`config.mk`:
```
export PLATFORM = sky130hd
export DESIGN_NAME = uart_rx_frame_ctrl
export DESIGN_NICKNAME = d
export VERILOG_FILES = /design/src/rtl/uart_rx_frame_ctrl.sv
export SDC_FILE = /design/constraint.sdc
export NUM_CORES = 1
export LEC_CHECK = 0
export CAP_MARGIN = 20
export CORE_AREA = 2 2 156 158
export DETAILED_ROUTE_END_ITERATION = 6
export DIE_AREA = 0 0 158 160
export HOLD_SLACK_MARGIN = 0.06
export SKIP_CTS_REPAIR_TIMING = 1
export SLEW_MARGIN = 5
export SYNTH_ARGS = -nofsm -noshare
export SYNTH_HDL_FRONTEND = slang
export SYNTH_SLANG_ARGS = --single-unit
```
`constraint.sdc`:
```
create_clock -name i_Clock -period 3.3 [get_ports i_Clock]
set_input_delay 0.66 -clock i_Clock [delete_from_list [all_inputs] [get_ports i_Clock]]
set_output_delay 0.66 -clock i_Clock [all_outputs]
set_load 0.03 [all_outputs]
```
`src/rtl/uart_rx_frame_ctrl.sv`:
```
// ---------------------------------------------------------------------------
// uart_rx_frame_ctrl
//
// Frame controller sitting between the UART receiver and the command decoder.
// It assembles frames of the form SOF, ID, LEN, PAYLOAD[LEN], CHK from the
// receiver's byte strobe. CHK is the mod-256 sum of ID, LEN and the payload.
// Accepted frames are held on a valid/ready handshake. Malformed or stalled
// frames produce one-cycle error pulses.
//
// Ports
//   i_Clock        system clock, rising edge
//   i_rst          asynchronous reset, active low
//   i_Rx_DV        one-cycle byte strobe from the UART receiver
//   i_Rx_Byte      received byte, qualified by i_Rx_DV
//   o_Cmd_Valid    accepted frame available (held until transfer)
//   i_Cmd_Ready    downstream accepts the frame
//   o_Cmd_Id       frame ID byte
//   o_Cmd_Len      payload length
//   o_Cmd_Payload  payload, byte k at [8k+7:8k], bytes k >= LEN are zero
//   o_Err_Chk      one-cycle pulse: checksum mismatch
//   o_Err_Len      one-cycle pulse: LEN exceeds MAX_LEN
//   o_Err_Timeout  one-cycle pulse: inter-byte timeout inside a frame
//   o_Drop         one-cycle pulse: byte discarded while a command is held
//   o_Busy         high whenever the controller is not idle
// ---------------------------------------------------------------------------
module uart_rx_frame_ctrl #(
    parameter logic [7:0] SOF_BYTE     = 8'hA5,
    parameter int         MAX_LEN      = 16,
    parameter int         TIMEOUT_CLKS = 8680
) (
    input  logic                   i_Clock,
    input  logic                   i_rst,
    input  logic                   i_Rx_DV,
    input  logic [7:0]             i_Rx_Byte,
    output logic                   o_Cmd_Valid,
    input  logic                   i_Cmd_Ready,
    output logic [7:0]             o_Cmd_Id,
    output logic [7:0]             o_Cmd_Len,
    output logic [8*MAX_LEN-1:0]   o_Cmd_Payload,
    output logic                   o_Err_Chk,
    output logic                   o_Err_Len,
    output logic                   o_Err_Timeout,
    output logic                   o_Drop,
    output logic                   o_Busy
);

    localparam int IDX_W = $clog2(MAX_LEN + 1);
    localparam int TO_W  = (TIMEOUT_CLKS > 2) ? $clog2(TIMEOUT_CLKS) : 1;

    typedef enum logic [2:0] {
        IDLE    = 3'd0,
        GET_ID  = 3'd1,
        GET_LEN = 3'd2,
        GET_PAY = 3'd3,
        GET_CHK = 3'd4,
        HOLD    = 3'd5
    } state_t;

    state_t             state;
    logic [7:0]         sum;
    logic [IDX_W-1:0]   pay_idx;
    logic [TO_W-1:0]    idle_cnt;
    logic               in_frame;
    logic               timeout_hit;

    // The inter-byte timer only runs while a frame is partially received.
    assign in_frame = (state == GET_ID) || (state == GET_LEN) ||
                      (state == GET_PAY) || (state == GET_CHK);

    // A byte arriving on the terminal count wins over the timeout.
    assign timeout_hit = in_frame && !i_Rx_DV &&
                         (idle_cnt == TO_W'(TIMEOUT_CLKS - 1));

    // NOTE: all state here is sequential, so every assignment in this block is
    // non-blocking; mixing in blocking writes would make later reads in the
    // same block see the new value and break the one-cycle registered timing.
    always_ff @(posedge i_Clock or negedge i_rst) begin
        if (!i_rst) begin
            state         <= IDLE;
            sum           <= '0;
            pay_idx       <= '0;
            idle_cnt      <= '0;
            o_Cmd_Valid   <= 1'b0;
            o_Cmd_Id      <= '0;
            o_Cmd_Len     <= '0;
            // NOTE: the payload buffer is reset because unused upper bytes must
            // read as zero; that holds from reset as well as after each SOF.
            o_Cmd_Payload <= '0;
            o_Err_Chk     <= 1'b0;
            o_Err_Len     <= 1'b0;
            o_Err_Timeout <= 1'b0;
            o_Drop        <= 1'b0;
            o_Busy        <= 1'b0;
        end else begin
            // Pulse outputs default low and are raised for one cycle below.
            o_Err_Chk     <= 1'b0;
            o_Err_Len     <= 1'b0;
            o_Err_Timeout <= 1'b0;
            o_Drop        <= 1'b0;

            if (!in_frame || i_Rx_DV) begin
                idle_cnt <= '0;
            end else begin
                idle_cnt <= idle_cnt + 1'b1;
            end

            if (timeout_hit) begin
                o_Err_Timeout <= 1'b1;
                o_Busy        <= 1'b0;
                state         <= IDLE;
            end else begin
                case (state)
                    IDLE: begin
                        if (i_Rx_DV && (i_Rx_Byte == SOF_BYTE)) begin
                            o_Cmd_Payload <= '0;
                            sum           <= '0;
                            o_Busy        <= 1'b1;
                            state         <= GET_ID;
                        end
                    end

                    GET_ID: begin
                        if (i_Rx_DV) begin
                            o_Cmd_Id <= i_Rx_Byte;
                            sum      <= i_Rx_Byte;
                            state    <= GET_LEN;
                        end
                    end

                    GET_LEN: begin
                        if (i_Rx_DV) begin
                            o_Cmd_Len <= i_Rx_Byte;
                            sum       <= sum + i_Rx_Byte;
                            pay_idx   <= '0;
                            if (i_Rx_Byte > 8'(MAX_LEN)) begin
                                o_Err_Len <= 1'b1;
                                o_Busy    <= 1'b0;
                                state     <= IDLE;
                            end else if (i_Rx_Byte == 8'd0) begin
                                state <= GET_CHK;
                            end else begin
                                state <= GET_PAY;
                            end
                        end
                    end

                    GET_PAY: begin
                        if (i_Rx_DV) begin
                            for (int k = 0; k < MAX_LEN; k++) begin
                                if (pay_idx == IDX_W'(k)) begin
                                    o_Cmd_Payload[8*k +: 8] <= i_Rx_Byte;
                                end
                            end
                            sum     <= sum + i_Rx_Byte;
                            pay_idx <= pay_idx + 1'b1;
                            if ((8'(pay_idx) + 8'd1) == o_Cmd_Len) begin
                                state <= GET_CHK;
                            end
                        end
                    end

                    GET_CHK: begin
                        if (i_Rx_DV) begin
                            if (i_Rx_Byte == sum) begin
                                o_Cmd_Valid <= 1'b1;
                                state       <= HOLD;
                            end else begin
                                o_Err_Chk <= 1'b1;
                                o_Busy    <= 1'b0;
                                state     <= IDLE;
                            end
                        end
                    end

                    HOLD: begin
                        // Nothing is buffered behind a held command: any byte
                        // that arrives now, SOF included, is lost.
                        if (i_Rx_DV) begin
                            o_Drop <= 1'b1;
                        end
                        if (o_Cmd_Valid && i_Cmd_Ready) begin
                            o_Cmd_Valid <= 1'b0;
                            o_Busy      <= 1'b0;
                            state       <= IDLE;
                        end
                    end

                    default: begin
                        o_Cmd_Valid <= 1'b0;
                        o_Busy      <= 1'b0;
                        state       <= IDLE;
                    end
                endcase
            end
        end
    end

endmodule
```
==> flow_metrics.tcl, run 1 <==
set metrics [dict create \
    path_class "input pin to flip-flop" \
    final_cell_mix "180 x dfrtp_1, 160 x clkdlybuf4s50_1, 138 x mux2_2, 35 x buf_4, 34 x nor2_1" \
    drt_iter0_drc 321 \
    setup_viol 0 \
    status "complete, no violations" \
    syn_to_final_growth_pct 34.2 \
    synth-edff-count 0 \
    clockBufferDepth 2 \
    via_count 5648 \
    cp_max_fo 11 \
    syn_area_mm2 0.00809 \
    peakVddDrop_v 0.000424 \
    cts_tree "done" \
    switching_share_pct 41.7 \
    drive_above_1_share_pct 27.7 \
    dieWidth_um 158 \
    ant_nets 0 \
    slew_violations 0 \
    max_stage_delay_ps 500 \
    pwr_density_cell_mw_per_mm2 997 \
    core-area_mm2 0.0238 \
    wl_per_cell_um 18.4 \
    avgSynthCellArea_um2 12.7 \
    period_share_pct 80.8 \
    timing.fmax_ghz 0.375 \
    p_leak_nw 4.89 \
    synth_ff_type "dfrtp_1" \
    n_antenna_cell 0 \
    ys_async_sr_fraction_pct 100 \
    clock_skew_ps 16.0 \
    required_ps 3610 \
    num-nets-final 847 \
    p_comb_share_pct 50.3 \
    slowest_stage "o41ai_4" \
    io_pins 162 \
    drt_pass1_iterations 4 \
    port_buffers 161 \
    rsz0062_at_grt "false" \
    yosysTopAreaCellShare_pct 55.7 \
    ys_seq_elements 180 \
    grt_pass1_vias 5595 \
    rr_startpoint "pay_idx[0]" \
    die_y_um 160 \
    seqPwrFrac_pct 31.4 \
    dieArea_mm2 0.0253 \
    clock-sinks 180 \
    root_buffer "clkbuf_16" \
    antenna_found_initial 0 \
    final_common_cell "dfrtp_1" \
    critPathLaunchType "input pin" \
    yosys_warnings 0 \
    worstPathCellList "clkdlybuf4s50_1, or2_2, o41ai_4, o21ai_4, nor2_2, buf_12, o21ai_2, mux2_2" \
    fin_crit_ps 2670 \
    max_cap_viol_count 0 \
    ys_top_cells_by_area "dfrtp_1 56%, mux2_2 19%, ha_1 2.0%" \
    syn_inst 635 \
    clk_pin_slew_worst_paths_ps 80 \
    worstMarginPinSlew_ps 818 \
    numCtsBuffers 17 \
    final-hold-violation-count 0 \
    p_switching_w 0.00452 \
    wl_mm 21.3 \
    fillCellCount 2242 \
    yosys.area.top_type "dfrtp_1" \
    syn_nets 661 \
    max_slew_margin_pct 45.5 \
    drt-vias-per-instance 4.88 \
    drcViolationCount 0 \
    crit_arrival_ps 2980 \
    fin_tns_setup_ps 0 \
    ff2ff_path_depth 8 \
    whs_ps 271 \
    internal_power_w 0.00631 \
    gp_congestion 0.842 \
    cts_max_level 4 \
    grtUsageTotal_pct 17.2 \
    grt_max_degree 81 \
    dp_hpwl_mm 14.7 \
    start_util_pct 34.0 \
    clockPowerShare_pct 18.3 \
    grt_overflow 0 \
    hold_class "input pin to async pin" \
    end_kind "flip-flop" \
    seq_area_frac_synth_pct 55.7 \
    rows 57 \
    r2r_setup_slack_ps 680 \
    synth_cell_types 55 \
    final_util_pct 45.6 \
    grt_pass1_wl_mm 33.1 \
    r2r_end "state[1]" \
    worstSkewPairLatency_ps 430 \
]
metrics by stage:
| step | cell area, um2 | instances | setup WS (ps) | total power (W) |
|---|---|---|---|---|
| 2_1_floorplan | 8090 | 635 | 772 | 0.00674 |
| 3_3_place_gp | 10300 | 1126 | 170 | 0.00889 |
| 3_5_place_dp | 10300 | 1126 | 184 | 0.00894 |
| 4_1_cts | 10900 | 1158 | 629 | 0.0109 |
| 5_1_grt | 10900 | 1158 | 354 | 0.0114 |
| 6_report | 10900 | 1158 | 632 | 0.0108 |
flip-flops by register name (all words and copies together), names as in the netlist:
name,count
state,3
o_Cmd_Len,8
o_Busy,1
sum,8
o_Err_Chk,1
idle_cnt,14
o_Cmd_Id,8
o_Err_Len,1
o_Cmd_Valid,1
o_Cmd_Payload,128
pay_idx,5
o_Drop,1
o_Err_Timeout,1
cell type report:
class	count	area, um2	area share, %
Inverter	13	48.8	0.449
Tap cell	324	405	3.73
Clock inverter	15	149	1.37
Timing Repair Buffer	198	1920	17.6
Clock buffer	17	425	3.92
Sequential cell	180	4500	41.5
Multi-Input combinational cell	411	3410	31.4
per-layer routing:
metal	GRT usage [%]	wire [um]	vias to the layer above
li1	-	-	2635
met1	24.0	9870	2834
met2	27.6	10200	163
met3	3.28	1010	16
met4	4.01	206	0
met5	0	0	-
worst max path at each step:
stage,endpoint,start,slack [ps]
floorplan,o_Cmd_Payload[33],i_Rx_Byte[1],770
global placement,o_Busy,i_Rx_Byte[3],170
detailed placement,o_Cmd_Payload[71],i_Rx_Byte[3],180
CTS,o_Cmd_Payload[66],i_Rx_Byte[3],630
global route,o_Busy,i_Rx_Byte[3],350
finish,o_Cmd_Payload[70],i_Rx_Byte[3],630
critical path: cells and delay by family:
| family | cells | cell delay [ps] |
|---|---|---|
| simple gates | 2 | 530 |
| buf+inv | 2 | 650 |
| mux | 1 | 310 |
| compound gates | 3 | 820 |
Yosys cell counts (2+ instances only):
cell,number
mux2_2,138
xnor2_1,13
a21boi_0,3
o21ai_4,9
dfrtp_1,180
clkbuf_1,13
nand2b_1,8
ha_1,13
nand2_4,2
nor2b_1,5
nand4_1,4
a21oi_1,20
or2_2,3
buf_2,8
inv_1,13
nor2_1,34
a21o_1,3
or3_1,7
xor2_1,4
nor3b_1,4
a32o_1,2
nor4_1,2
and3_1,9
buf_1,9
o21ai_0,27
nand3_1,12
mux2i_1,3
a211oi_1,6
nand2_1,30
o21a_1,5
nor3_2,5
o211ai_1,3
nor3_1,12
a32oi_1,2
mux2_1,4
cells by family after synthesis:
family	share of synthesized area, %
AOI/OAI and AO/OA	8.52
adders and majority gates	2.26
DFF	55.7
and+or+nand+nor	9.31
buffers and inverters	2.26
xor gates and xnor gates	1.84
muxes	20.1
power groups by stage:
stage / Combinational (W) / Sequential [W] / Clock, W
final: 0.00544 / 0.00340 / 0.00198
after global routing: 0.00579 / 0.00350 / 0.00212
after CTS: 0.00550 / 0.00342 / 0.00203
after floorplan: 0.00215 / 0.00459 / 0
after global placement: 0.00545 / 0.00344 / 0
after detailed placement: 0.00549 / 0.00345 / 0
Power figures use the tool's default switching activity.
==> run 2, diff against run 1 <==
Clock period 3.3 ns to 2.65 ns, I/O delays scaled along.
==> run 2 against run 1 <==
  * Sequential share of layout area fell by 0.96 points
  * Clock-buffer cell count unchanged
  * Worst hold slack improved by 210 ps
  * Cell count is 2.2% higher
  * Die area is the same
  * Flip-flop and latch count is the same
  * Cell area rose by 2.4%
  * Register-to-register slack got worse by 490 ps
  * Non-clock buffer count rose by 25
==> flow_metrics.tcl, run 2 (synthesis results as in run 1) <==
set metrics [dict create \
    worstPathCellList "clkdlybuf4s50_1, or2_2, o41ai_4, buf_4, o21ai_4, nor2_2, buf_12, o21ai_4, mux2_1" \
    dieWidth_um 158 \
    slew_violations 0 \
    port_buffers 161 \
    fin_crit_ps 2470 \
    numCtsBuffers 17 \
    p_switching_w 0.00568 \
    grt_pass1_wl_mm 33.1 \
    clockBufferDepth 2 \
    p_comb_share_pct 51.5 \
    worstMarginPinSlew_ps 920 \
    biggestRegsByFlops "o_Cmd_Payload x128, idle_cnt x14" \
    required_ps 2960 \
    grt_max_degree 68 \
    root_buffer "clkbuf_16" \
    power_w 0.0138 \
    n_antenna_cell 0 \
    drive_above_1_share_pct 29.9 \
    status "complete, no violations" \
    end_kind "flip-flop" \
    wl_mm 21.4 \
    clockPowerShare_pct 18.2 \
    final-hold-violation-count 0 \
    multiInputGateArea_mm2 0.00342 \
    slowest_stage "clkdlybuf4s50_1" \
    fillCellCount 2226 \
    worstSkewPairLatency_ps 430 \
    dp_hpwl_mm 15.1 \
    dp_cells 1150 \
    seqPwrFrac_pct 30.3 \
    core-area_mm2 0.0238 \
    hold_class "flip-flop to flip-flop" \
    io_pins 162 \
    whs_ps 482 \
    rows 57 \
    crit_arrival_ps 2790 \
    via_count 5758 \
    rsz0062_at_grt "false" \
    dieArea_mm2 0.0253 \
    max_slew_margin_pct 38.7 \
    switching_share_pct 41.2 \
    grt_pass1_vias 5644 \
    critPathLaunchType "input pin" \
    p_leak_nw 5.03 \
    start_util_pct 34.0 \
    largest_reg_flops 128 \
    final_cell_mix "180 x dfrtp_1, 160 x clkdlybuf4s50_1, 138 x mux2_2, 56 x buf_4, 34 x nor2_1" \
    syn_to_final_growth_pct 37.4 \
    max_stage_delay_ps 450 \
    peakVddDrop_v 0.000500 \
    grt_overflow 0 \
    drt_pass1_iterations 4 \
    period_share_pct 93.4 \
    path_class "input pin to flip-flop" \
    regArea_mm2 0.00450 \
    pwr_density_cell_mw_per_mm2 1240 \
    final_util_pct 46.7 \
    clock_skew_ps 12.3 \
    num-nets-final 872 \
    instances_no_fill 1183 \
    drcViolationCount 0 \
    internal_power_w 0.00810 \
    antenna_found_initial 0 \
    max_cap_viol_count 0 \
    cp_max_fo 11 \
    cts_max_level 4 \
    timing.fmax_ghz 0.404 \
    cp_common_cell "o21ai_4" \
    clock-sinks 180 \
    clk_pin_slew_worst_paths_ps 80 \
    ant_nets 0 \
    die_y_um 160 \
    grtUsageTotal_pct 17.1 \
    wl_per_cell_um 18.1 \
    cts_tree "done" \
    setup_viol 0 \
    final_common_cell "dfrtp_1" \
    max_flop_register "o_Cmd_Payload" \
    drt_iter0_drc 364 \
    drt-vias-per-instance 4.87 \
    gp_congestion 0.851 \
]
[run 2: worst paths after layout]
kind / start / endpoint / slack (ps) / cells after the start
hold / removal: idle_cnt[0] / idle_cnt[0] / 480 / 1
max in group asynchronous: i_rst / o_Drop / 1400 / 3
min in group asynchronous: i_rst / o_Cmd_Payload[1] / 550 / 2
setup / recovery: i_Rx_Byte[3] / o_Cmd_Payload[89] / 180 / 9
hold reg to reg: idle_cnt[0] / idle_cnt[0] / 480 / 1
setup reg to reg: idle_cnt[10] / o_Cmd_Payload[20] / 190 / 7
[run 2: power by group through the flow]
stage	logic, W	clock network (W)	registers, W
2_1_floorplan	0.00268	0	0.00571
3_3_place_gp	0.00708	0	0.00422
3_5_place_dp	0.00714	0	0.00424
4_1_cts	0.00716	0.00257	0.00419
5_1_grt	0.00753	0.00269	0.00429
6_report	0.00710	0.00251	0.00417
[run 2: metrics by stage]
step,setup slack (ps),cell area (um2),TNS (ps)
5_1_grt,2.21,11100,0
2_1_floorplan,252,8090,0
3_3_place_gp,-244,10500,-27020
4_1_cts,93.9,11100,0
3_5_place_dp,-270,10500,-28200
6_report,176,11100,0
[run 2: worst max-delay path, delay by kind of cell]
kind                   cells  cell delay, ps
muxes                      1             330
AOI/OAI and AO/OA          3             540
and+or+nand+nor            2             520
buffers and inverters      3             860
[run 2: cell type report]
| cell class | instances | area share (%) |
|---|---|---|
| timing repair buffer | 223 | 19.3 |
| clock buffer | 17 | 3.83 |
| multi-input combinational | 411 | 30.8 |
| clock inverter | 15 | 1.46 |
| tap | 324 | 3.65 |
| inverter | 13 | 0.439 |
| sequential | 180 | 40.5 |
[run 2: per-layer routing]
metal | GRT usage [%] | part of all wire, % | up-vias
li1 | - | - | 2700
met1 | 23.7 | 46 | 2877
met2 | 27.8 | 47 | 159
met3 | 3.26 | 5.3 | 22
met4 | 4.22 | 1.2 | 0
met5 | 0 | 0 | -
==> run 3, diff against run 2 <==
Settings changed: PLACE_DENSITY set to 0.64.
==> run 3 against run 2 <==
  * Global-route usage up 0.11 points
  * Worst setup slack worse by 4.7 ps
  * Clock-buffer cell count up 3
  * Non-clock buffer count down 3
  * Critical path depth down 1
  * Critical path type is now flip-flop to flip-flop
==> flow_metrics.tcl, run 3 (synthesis results as in run 1) <==
set metrics [dict create \
    numCtsBuffers 17 \
    pwr_density_cell_mw_per_mm2 1240 \
    wl_per_cell_um 17.8 \
    die_y_um 160 \
    drive_above_1_share_pct 29.4 \
    ant_nets 0 \
    grt_pass1_vias 5717 \
    setup_viol 0 \
    timing.fmax_ghz 0.403 \
    root_buffer "clkbuf_16" \
    multiInputGateArea_mm2 0.00343 \
    rows 57 \
    num-nets-final 869 \
    final_cell_mix "180 x dfrtp_1, 160 x clkdlybuf4s50_1, 138 x mux2_2, 54 x buf_4, 34 x nor2_1" \
    grt_overflow 0 \
    fin_tns_setup_ps 0 \
    drt_pass1_iterations 4 \
    dieArea_mm2 0.0253 \
    n_antenna_cell 0 \
    max_slew_margin_pct 35.3 \
    grtUsageTotal_pct 17.3 \
    power_w 0.0137 \
    worstSkewPairLatency_ps 430 \
    max_cap_viol_count 0 \
    internal_power_w 0.00813 \
    antenna_found_initial 0 \
    wl_met1_mm 9.83 \
    gp_congestion 0.867 \
    slew_violations 0 \
    worstMarginPinSlew_ps 971 \
    dr_wl_met3_um 785 \
    switching_share_pct 40.6 \
    fin_crit_ps 2480 \
    final_common_cell "dfrtp_1" \
    clock-sinks 180 \
    critPathLaunchType "flip-flop" \
    max_flop_register "o_Cmd_Payload" \
    cts_max_level 4 \
    syn_to_final_growth_pct 36.7 \
    largest_reg_flops 128 \
    drcViolationCount 0 \
    hold_class "input pin to async pin" \
    period_share_pct 93.5 \
    drt-vias-per-instance 4.83 \
    clockPowerShare_pct 17.8 \
    required_ps 2960 \
    seqPwrFrac_pct 30.6 \
    io_pins 162 \
    peakVddDrop_v 0.000515 \
    highest_layer "met4" \
    start_util_pct 34.0 \
    clockBufferDepth 2 \
    wl_mm 21.0 \
    cp_max_fo 11 \
    p_comb_share_pct 51.6 \
    drt_iter0_drc 297 \
    crit_arrival_ps 2790 \
    rsz0062_at_grt "false" \
    core-area_mm2 0.0238 \
    clk_pin_slew_worst_paths_ps 70 \
    path_class "flip-flop to flip-flop" \
    via_count 5698 \
    cts_tree "done" \
    regArea_mm2 0.00450 \
    status "complete, no violations" \
    grt_pass1_wl_mm 33.3 \
    dieWidth_um 158 \
    fillCellCount 2242 \
    final-hold-violation-count 0 \
    grt_max_degree 57 \
    final_util_pct 46.4 \
    biggestRegsByFlops "o_Cmd_Payload x128, idle_cnt x14" \
    dp_hpwl_mm 14.8 \
    ff2ff_path_depth 8 \
    port_buffers 161 \
    wl_met2_mm 10.4 \
    p_switching_w 0.00556 \
    end_kind "flip-flop" \
    p_leak_nw 5.01 \
    clock_skew_ps 12.1 \
]
[run 3: changes by cell type in the layout (fill, tap and decap cells not counted), sizes merged]
cell and change:
inv -2, bufinv +1, dlygate4sd3 -1, clkbuf +3, clkinv -2, buf -2
[run 3: routing by layer]
| layer | up-vias | track usage, % |
|---|---|---|
| li1 | 2682 | - |
| met1 | 2884 | 23.8 |
| met2 | 128 | 28.4 |
| met3 | 4 | 3.47 |
| met4 | 0 | 3.32 |
| met5 | - | 0 |
[run 3: final cells by class]
class | instances | share of cell area [%]
Sequential cell | 180 | 40.7
Multi-Input combinational cell | 411 | 31.0
Timing Repair Buffer | 220 | 19.1
Clock buffer | 20 | 3.95
Tap cell | 324 | 3.66
Clock inverter | 12 | 1.10
Inverter | 13 | 0.441
[run 3: power by group through the flow]
stage	clock network, W	registers [W]	logic (W)
global route	0.00263	0.00433	0.00750
finish	0.00243	0.00420	0.00707
detailed placement	0	0.00426	0.00711
CTS	0.00251	0.00421	0.00713
floorplan	0	0.00571	0.00268
global placement	0	0.00424	0.00704
[run 3: worst max-delay path, stage by stage, from the launching register on]
cell and delay (ps):
dfrtp_1 390, ha_1 250, nand4bb_1 160, or4b_4 540, o21ai_4 210, nor2_2 90
buf_12 180, o21ai_4 160, mux2_2 380
[run 3: final timing paths]
check | to | slack [ps] | startpoint
max in group asynchronous | o_Cmd_Payload[27] | 1860 | i_rst
min reg2reg | sum[2] | 490 | sum[2]
max reg2reg | o_Cmd_Payload[18] | 170 | idle_cnt[0]
min | o_Cmd_Payload[22] | 50 | i_rst
max | o_Cmd_Payload[18] | 170 | idle_cnt[0]
min in group i_Clock | sum[2] | 490 | sum[2]
[run 3: stage by stage]
| stage | instances | hold WS, ps | instance area, um2 | setup WS [ps] |
|---|---|---|---|---|
| after global routing | 1180 | 69.9 | 11100 | 13.2 |
| final | 1180 | 52.6 | 11100 | 171 |
| after detailed placement | 1148 | 475 | 10500 | -236 |
| after global placement | 1148 | 465 | 10500 | -279 |
| after floorplan | 635 | 234 | 8090 | 252 |
| after CTS | 1180 | 54.5 | 11000 | 62.7 |
